`config.mk`:
```
export PLATFORM = sky130hd
export DESIGN_NAME = hiscore_uploader
export DESIGN_NICKNAME = d
export VERILOG_FILES = /design/src/rtl/hiscore_uploader.sv
export SDC_FILE = /design/constraint.sdc
export NUM_CORES = 1
export LEC_CHECK = 0
export CAP_MARGIN = 10
export CORE_MARGIN = 5
export CORE_UTILIZATION = 42
export DETAILED_ROUTE_END_ITERATION = 8
export GPL_ROUTABILITY_DRIVEN = 0
export PLACE_DENSITY = 0.75
export REMOVE_ABC_BUFFERS = 1
export SLEW_MARGIN = 5
export SYNTH_ARGS = -nofsm -noshare
export SYNTH_HDL_FRONTEND = slang
export SYNTH_SLANG_ARGS = --single-unit
export TNS_END_PERCENT = 20
```
`constraint.sdc`:
```
create_clock -name clk_sys -period 2.5 [get_ports clk_sys]
set_input_delay 0.25 -clock clk_sys [delete_from_list [all_inputs] [get_ports clk_sys]]
set_output_delay 0.25 -clock clk_sys [all_outputs]
set_load 0.05 [all_outputs]
```
`src/rtl/hiscore_uploader.sv`:
```
// hiscore_uploader: streams the hiscore region of game work RAM back to the
// HPS over the ioctl upload channel. The CPU is paused and given time to settle
// before any RAM read, so reads never collide with the running game. A rising
// edge on save_trigger while idle raises ioctl_upload_req to ask the HPS for
// an autosave upload.
module hiscore_uploader #(
  parameter int          RAM_AW       = 11,
  parameter int          LENGTH       = 2048,
  parameter logic [7:0]  UPLOAD_INDEX = 8'd4,
  parameter int          SETTLE       = 4
) (
  input  logic              clk_sys,
  input  logic              reset,
  input  logic              ioctl_upload,
  input  logic [7:0]        ioctl_index,
  input  logic              ioctl_rd,
  input  logic [24:0]       ioctl_addr,
  output logic [7:0]        ioctl_din,
  output logic              ioctl_wait,
  output logic              ioctl_upload_req,
  input  logic              save_trigger,
  output logic              pause_req,
  input  logic              paused,
  output logic [RAM_AW-1:0] ram_addr,
  input  logic [7:0]        ram_data,
  output logic              busy
);

  typedef enum logic [2:0] {
    ST_IDLE,
    ST_PAUSE,
    ST_SETTLE,
    ST_READY,
    ST_FETCH,
    ST_CAPTURE
  } state_t;

  // Full-width length so out-of-range addresses never alias into the RAM.
  localparam logic [24:0] LENGTH_A    = 25'(LENGTH);
  localparam logic [3:0]  SETTLE_LOAD = 4'(SETTLE - 1);

  state_t            state_reg, state_next;
  logic [3:0]        cnt_reg, cnt_next;
  logic              save_reg;
  logic [7:0]        din_reg, din_next;
  logic              wait_reg, wait_next;
  logic              req_reg, req_next;
  logic              pause_reg, pause_next;
  logic [RAM_AW-1:0] ram_addr_reg, ram_addr_next;
  logic              busy_reg, busy_next;

  logic sess;
  logic save_rise;
  logic addr_in_range;

  assign sess          = ioctl_upload && (ioctl_index == UPLOAD_INDEX);
  assign save_rise     = save_trigger && !save_reg;
  assign addr_in_range = (ioctl_addr < LENGTH_A);

  assign ioctl_din        = din_reg;
  assign ioctl_wait       = wait_reg;
  assign ioctl_upload_req = req_reg;
  assign pause_req        = pause_reg;
  assign ram_addr         = ram_addr_reg;
  assign busy             = busy_reg;

  // State and output registers; everything clears on reset.
  always_ff @(posedge clk_sys or posedge reset) begin
    if (reset) begin
      state_reg    <= ST_IDLE;
      cnt_reg      <= '0;
      save_reg     <= 1'b0;
      din_reg      <= '0;
      wait_reg     <= 1'b0;
      req_reg      <= 1'b0;
      pause_reg    <= 1'b0;
      ram_addr_reg <= '0;
      busy_reg     <= 1'b0;
    end else begin
      state_reg    <= state_next;
      cnt_reg      <= cnt_next;
      save_reg     <= save_trigger;
      din_reg      <= din_next;
      wait_reg     <= wait_next;
      req_reg      <= req_next;
      pause_reg    <= pause_next;
      ram_addr_reg <= ram_addr_next;
      busy_reg     <= busy_next;
    end
  end

  // Next-state and next-output logic. Losing the session beats everything,
  // then losing the pause; only then are HPS reads serviced.
  always_comb begin
    state_next    = state_reg;
    cnt_next      = cnt_reg;
    din_next      = din_reg;
    wait_next     = wait_reg;
    req_next      = req_reg;
    pause_next    = pause_reg;
    ram_addr_next = ram_addr_reg;

    // A session starting satisfies any outstanding autosave request.
    if (sess) req_next = 1'b0;

    case (state_reg)
      ST_IDLE: begin
        if (sess) begin
          state_next = ST_PAUSE;
          pause_next = 1'b1;
          wait_next  = 1'b1;
        end else if (save_rise) begin
          req_next = 1'b1;
        end
      end
      default: begin
        if (!sess) begin
          // Session gone: release the CPU and the HPS, keep data registers.
          state_next = ST_IDLE;
          pause_next = 1'b0;
          wait_next  = 1'b0;
        end else begin
          case (state_reg)
            ST_PAUSE: begin
              pause_next = 1'b1;
              wait_next  = 1'b1;
              if (paused) begin
                cnt_next   = SETTLE_LOAD;
                state_next = ST_SETTLE;
              end
            end
            ST_SETTLE: begin
              if (cnt_reg == 4'd0) begin
                state_next = ST_READY;
                wait_next  = 1'b0;
              end else begin
                cnt_next = cnt_reg - 4'd1;
              end
            end
            ST_READY: begin
              if (!paused) begin
                state_next = ST_PAUSE;
                wait_next  = 1'b1;
              end else if (ioctl_rd) begin
                if (addr_in_range) begin
                  ram_addr_next = ioctl_addr[RAM_AW-1:0];
                  wait_next     = 1'b1;
                  state_next    = ST_FETCH;
                end else begin
                  din_next = 8'hFF;
                end
              end
            end
            ST_FETCH: begin
              if (!paused) begin
                state_next = ST_PAUSE;
                wait_next  = 1'b1;
              end else begin
                state_next = ST_CAPTURE;
              end
            end
            ST_CAPTURE: begin
              if (!paused) begin
                // Abort: the fetched byte is discarded.
                state_next = ST_PAUSE;
                wait_next  = 1'b1;
              end else begin
                din_next   = ram_data;
                wait_next  = 1'b0;
                state_next = ST_READY;
              end
            end
            default: begin
              state_next = ST_IDLE;
            end
          endcase
        end
      end
    endcase

    busy_next = (state_next != ST_IDLE);
  end

endmodule

```
==> results of run 1 <==
-- layer usage --
metal,global-route usage,share of wire,vias to the layer above
li1,-,-,702
met5,0,0,-
met3,0.0512,0.045,2
met4,0.0348,0.0048,0
met2,0.321,0.57,32
met1,0.188,0.38,742
-- power groups by stage --
stage	Sequential, uW	Clock (uW)	Combinational [uW]
2_1_floorplan	526	0	21.3
3_3_place_gp	516	0	120
3_5_place_dp	516	0	122
4_1_cts	507	385	123
5_1_grt	507	410	131
6_report	507	371	121
-- final timing paths --
| path | slack [ps] | endpoint | startpoint |
|---|---|---|---|
| setup / recovery | 540 | ram_addr[4] | state_reg[1] |
| hold / removal | 250 | ram_addr[2] | reset |
| setup reg to reg | 540 | ram_addr[4] | state_reg[1] |
| hold reg to reg | 480 | ram_addr[0] | ram_addr[0] |
| max in group asynchronous | 1650 | ram_addr[9] | reset |
| min in group clk_sys | 480 | ram_addr[0] | ram_addr[0] |
-- cell usage after synthesis, types with 2 or more instances --
master,count
inv_1,15
o41ai_1,2
nor2_1,25
and3_1,2
nand2_1,4
dfrtp_1,31
clkbuf_1,3
mux2_2,2
ha_1,2
nor2b_1,2
o31ai_1,3
nor3b_1,4
a221oi_1,8
mux2_1,10
buf_2,3
nand2b_1,2
nor4_2,4
o21ai_0,2
nor3_1,3
a21oi_1,2
nand4_1,3
-- worst max-delay path, delay by kind of cell (launching register included) --
family	cells	cell delay (ps)
simple gates	3	640
buf+inv	1	240
flops	1	610
mux	1	350
-- through the flow --
| step | power, uW | instance area [um2] | instances | hold slack (ps) |
|---|---|---|---|---|
| floorplan | 548 | 1610 | 148 | 281 |
| global placement | 636 | 2400 | 270 | 470 |
| detailed placement | 639 | 2400 | 270 | 476 |
| CTS | 1010 | 2480 | 278 | 250 |
| global route | 1050 | 2480 | 278 | 283 |
| finish | 999 | 2480 | 278 | 247 |
-- cell usage in the layout, fill, tap and decap left out, types with 2 or more instances in the layout --
cell type / n
nand2b_1: 2
nor2_1: 25
inv_1: 15
dfrtp_1: 31
nor3_1: 3
nor3b_1: 4
ha_1: 2
mux2_1: 10
and3_1: 2
a221oi_1: 8
clkdlybuf4s50_1: 69
clkbuf_1: 2
o21ai_0: 2
clkbuf_8: 5
a21oi_1: 2
nor2b_1: 2
buf_4: 5
o31ai_1: 3
nand2_1: 4
nor4_2: 4
o41ai_1: 2
mux2_2: 2
nand4_1: 3
-- layout make-up --
class,instances,area (um2)
multi-input cells,102,777
repair buffers,74,728
well taps,48,60.1
inverters,15,56.3
fillers,308,1240
flip-flops and latches,31,776
clock buffers,7,76.3
clock inverters,1,5.00
-- kinds of logic (layout without fill, tap and decap cells) --
group	after synthesis	after routing	share of synthesized area
adders and majority gates	2	2	0.0152
AOI/OAI and AO/OA	26	26	0.133
and+or+nand+nor	60	60	0.228
buffers and inverters	22	97	0.0548
muxes	14	14	0.0975
DFF	31	31	0.472
==> metrics.md, run 1 <==
| Metric | Value |
|---|---|
| Layout Skew | 3.53 ps |
| Num rows | 22 |
| Pre-CTS WS | 263 ps |
| Drt pass-1 iters | 4 |
| RSZ-0062 raised after global routing | no |
| Final setup vio count | 0 |
| TritonCTS clock tree | yes |
| Max Cap Viol | 0 |
| Number of flops mapped to enable cells by yosys | 0 |
| Synth area leader | dfrtp_1 |
| Synth top area cells | dfrtp_1 (47%), mux2_1 (6.9%), nor2_1 (5.7%) |
| Worst Reg-to-Reg Cells | 5 |
| Initial DRC count | 57 |
| Starting density of the core | 0.442 |
| # IOs | 70 |
| Switching share of power | 0.223 |
| Max-slew violation count | 0 |
| Final setup margin | 538 ps |
| Global-route wire length before repair | 7000 um |
| WL per Instance | 15.8 um |
| Setup TNS | 0 ps |
| Crit-path max FO | 15 |
| Final #Nets | 278 |
| Post-route minimum period | 1960 ps |
| Leak | 0.00107 uW |
| Tot GR Track Use | 0.171 |
| Root buffer cell | clkbuf_8 |
| Clock Power Share | 0.371 |
| Fmax | 0.510 GHz |
| Worst-path cell chain | nand2_1, or2_2, nor4_2, buf_4, mux2_1 |
| Syn Area/Cell | 10.6 um2 |
| Clk sinks | 31 |
| Clock slew at reported path FFs | 60 ps |
| Critical Path Source Type | flip-flop |
| Comb power frac | 0.121 |
| Die X-Extent | 72.5 um |
| Worst-case clock buffer depth | 2 |
| Worst-Skew Late Latency | 280 ps |
| Total Routed Length | 4400 um |
| Worst Setup End Kind | flip-flop |
| Post-synthesis cell area | 1640 um2 |
| H-tree levels | 2 |
| Ys async rst share | 1.00 |
| P_int | 777 uW |
| Peak VDD IR | 0.000254 V |
| Cell variety after synth | 44 |
| DR vias | 1,478 |
| Hold_buf cts | 0 |
| Remaining DRCs | 0 |
| Relative slew margins | 0.644 |
| # port buffers | 69 |
| Final period utilization | 0.785 |
| Largest net degree at the start of global routing | 23 |
| CTS buffer count | 5 |
| Post-CTS Setup Bufs | 0 |
| Die area | 5260 um2 |
| Flop pwr share | 0.508 |
| Mapped Cells | 155 |
| Pwr dens | 403 nW/um2 |
| Core footprint | 3720 um2 |
| Number of global-route vias before repair | 1,562 |
| Final Util | 0.667 |
| Area delta synth->final | 50.9% |
| CP required | 2660 ps |
| Most used DFF post-synth | dfrtp_1 |
| GRT overflow | 0 |
| Psw | 222 uW |
| Synthesis-stage register bit count | 31 |
| Yosys Warn Count | 0 |
| Worst Tran Pin Value | 533 ps |
| Share of the synthesized area in the top cell type | 0.472 |
| Largest stage delay on the critical path | 610 ps |
| Initial antenna violation count | 0 |
| Layout cells sized above 1 | 0.122 |
| WS Path Type | flip-flop to flip-flop |
| N_diodes | 0 |
| Max reg flops | 11 |
| Status | complete, no violations |
| Arrival time worst endpoint | 2120 ps |
| DP HPWL | 3600 um |
| Vias per std cell | 5.32 |
| Routed Antenna Nets | 0 |
| Cts repair resizes | 0 |
| Worst hold path type | input pin to asynchronous set/reset pin |
| CP max-delay cell | dfrtp_1 |
| Count of final hold-check violations | 0 |
| Seq/Total Area, Yosys | 0.472 |
| Die Ht | 72.5 um |
No activity file was read; power rests on OpenSTA's default activity.
==> run 2: changes to the inputs <==
==> constraint.sdc (replaced) <==
create_clock -name clk_sys -period 1.9 [get_ports clk_sys]
set_input_delay 0.19 -clock clk_sys [delete_from_list [all_inputs] [get_ports clk_sys]]
set_output_delay 0.19 -clock clk_sys [all_outputs]
set_load 0.05 [all_outputs]
==> run 2 against run 1 <==
  * Hold slack gained 37 ps
  * Die area is the same
  * Register-to-register slack lost 520 ps
  * Via count grew 4.8%
  * Combinational power grew 39%
  * Sequential power grew 32%
  * Core utilization grew 5.6 points
  * Critical path depth grew 1
  * Largest power group unchanged
==> metrics.md, run 2 (same netlist as run 1, synthesis figures left out) <==
| Metric | Value |
|---|---|
| Critical Path End | ioctl_wait |
| Fmax | 0.531 GHz (+4.2%) |
| Vias per std cell | 5.27 (-0.90%) |
| Peak VDD IR | 0.000508 V (+100%) |
| Global-route wire length before repair | 7490 um (+7.0%) |
| Worst-case clock buffer depth | 2 (unchanged) |
| Crit-path max FO | 3 (-12) |
| Clock slew at reported path FFs | 70 ps (about the same) |
| Worst-Skew Late Latency | 290 ps (about the same) |
| Number of global-route vias before repair | 1,574 (+0.77%) |
| Count of final hold-check violations | 0 (unchanged) |
| Most frequent cells in the layout | clkdlybuf4s50_1 (68), dfrtp_1 (29), nor2_1 (25) |
| Hold_ws | 284 ps (+37.0 ps) |
| # port buffers | 69 (unchanged) |
| Root buffer cell | clkbuf_8 |
| Worst hold path type | input pin to asynchronous set/reset pin |
| GRT overflow | 0 (unchanged) |
| Arrival time worst endpoint | 2110 ps (about the same) |
| H-tree levels | 2 (unchanged) |
| DR vias | 1,549 (+4.8%) |
| Tot GR Track Use | 0.183 (+0.0120) |
| TritonCTS clock tree | yes |
| Pwr dens | 552 nW/um2 (+37%) |
| R2R setup slack | 20 ps (-520 ps) |
| WS Path Type | flip-flop to flip-flop |
| Initial DRC count | 73 (+28%) |
| Final setup vio count | 0 (unchanged) |
| CTS buffer count | 5 (unchanged) |
| Hold_buf cts | 0 (unchanged) |
| CP required | 2120 ps (-540 ps) |
| Layout cells sized above 1 | 0.224 (+0.102) |
| Status | complete, no violations |
| Leak | 0.00118 uW (+11%) |
| Critical R2R Capture | ioctl_wait |
| Starting density of the core | 0.442 (unchanged) |
| Post-route minimum period | 1880 ps (-78.4 ps) |
| Num rows | 22 (unchanged) |
| Relative slew margins | 0.648 (+0.00452) |
| Die Ht | 72.5 um (unchanged) |
| Worst Reg-to-Reg Cells | 6 (+1) |
| RSZ-0062 raised after global routing | yes |
| Die area | 5260 um2 (unchanged) |
| Remaining DRCs | 0 (unchanged) |
| R2r startpoint | cnt_reg[1] |
| Final period utilization | 0.991 (+0.207) |
| Worst Setup End Kind | flip-flop |
| Final #Nets | 294 (+5.8%) |
| Initial antenna violation count | 0 (unchanged) |
| Most common cell after layout, fill and taps aside | clkdlybuf4s50_1 |
| Tot Pwr | 1480 uW (+49%) |
| Drt pass-1 iters | 4 (unchanged) |
| DP HPWL | 3680 um (+2.3%) |
| Max reg flops | 11 (unchanged) |
| Max-slew violation count | 0 (unchanged) |
| Total Routed Length | 4870 um (+11%) |
| Worst Tran Pin Value | 526 ps (-6.75 ps) |
| Core footprint | 3720 um2 (unchanged) |
| Largest net degree at the start of global routing | 32 (+39%) |
| WL per Instance | 16.6 um (+4.7%) |
| Fillers | 285 (-7.5%) |
| Die X-Extent | 72.5 um (unchanged) |
| Clk sinks | 31 (unchanged) |
| Max Cap Viol | 0 (unchanged) |
| # IOs | 70 (unchanged) |
| Critical Path Source Type | flip-flop |
| Final Util | 0.723 (+0.0562) |
| N_diodes | 0 (unchanged) |
| Area delta synth->final | 63.6% |
| Routed Antenna Nets | 0 (unchanged) |
| Layout Skew | 3.86 ps (+0.332 ps) |
| Launch point of the worst path | cnt_reg[1] |
[run 2: how the worst min path moves through the flow]
stage | slack, ps | start | to | depth (start not counted)
after floorplan | 220 | save_trigger | save_reg | 0
after global placement | 470 | ram_addr[3] | ram_addr[3] | 1
after detailed placement | 480 | ram_addr[5] | ram_addr[5] | 1
after CTS | 300 | reset | ram_addr[7] | 3
after global routing | 340 | reset | ram_addr[2] | 3
final | 280 | reset | ram_addr[7] | 3
[run 2: routing by layer]
| metal | track usage | vias to the layer above | routed length (um) |
|---|---|---|---|
| li1 | - | 738 | - |
| met1 | 0.212 | 755 | 1820 |
| met2 | 0.321 | 43 | 2720 |
| met3 | 0.0540 | 13 | 231 |
| met4 | 0.0574 | 0 | 104 |
| met5 | 0 | - | 0 |
[run 2: what timing repair did]
action                     in CTS  in global routing
hold endpoints to repair        0                  0
setup buffers                   0                  3
pin swaps                       0                  5
setup endpoints to repair       1                 13
cloned                          0                  1
resized for setup               1                 14
[run 2: worst max-delay path, cell delays in order (launching register included)]
cell and delay, ps:
dfrtp_1 410, inv_2 70, ha_1 150, or4b_4 460
and3_4 200, a2111oi_4 320, o211a_1 210
[run 2: report_power, final]
part           leakage, uW  switching [uW]  internal [uW]
clock            0.0000581             260            390
combinational     0.000712            64.1            104
sequential        0.000412            2.18            665
total              0.00118             326           1160
[run 2: layout make-up]
class	count	area (um2)	share of cell area
Clock buffer	5	68.8	0.0256
Clock inverter	3	43.8	0.0163
Inverter	15	56.3	0.0209
Multi-Input combinational cell	102	830	0.309
Sequential cell	31	778	0.290
Tap cell	48	60.1	0.0223
Timing Repair Buffer	90	851	0.317
[run 2: per-stage QoR]
step / cells / cell area, um2 / setup WS [ps] / setup TNS (ps)
3_3_place_gp: 282 / 2490 / -198 / -2530
4_1_cts: 290 / 2610 / 7.95 / 0
3_5_place_dp: 282 / 2490 / -295 / -4140
2_1_floorplan: 148 / 1610 / -239 / -2340
6_report: 294 / 2690 / 16.3 / 0
5_1_grt: 294 / 2690 / -63.8 / -170
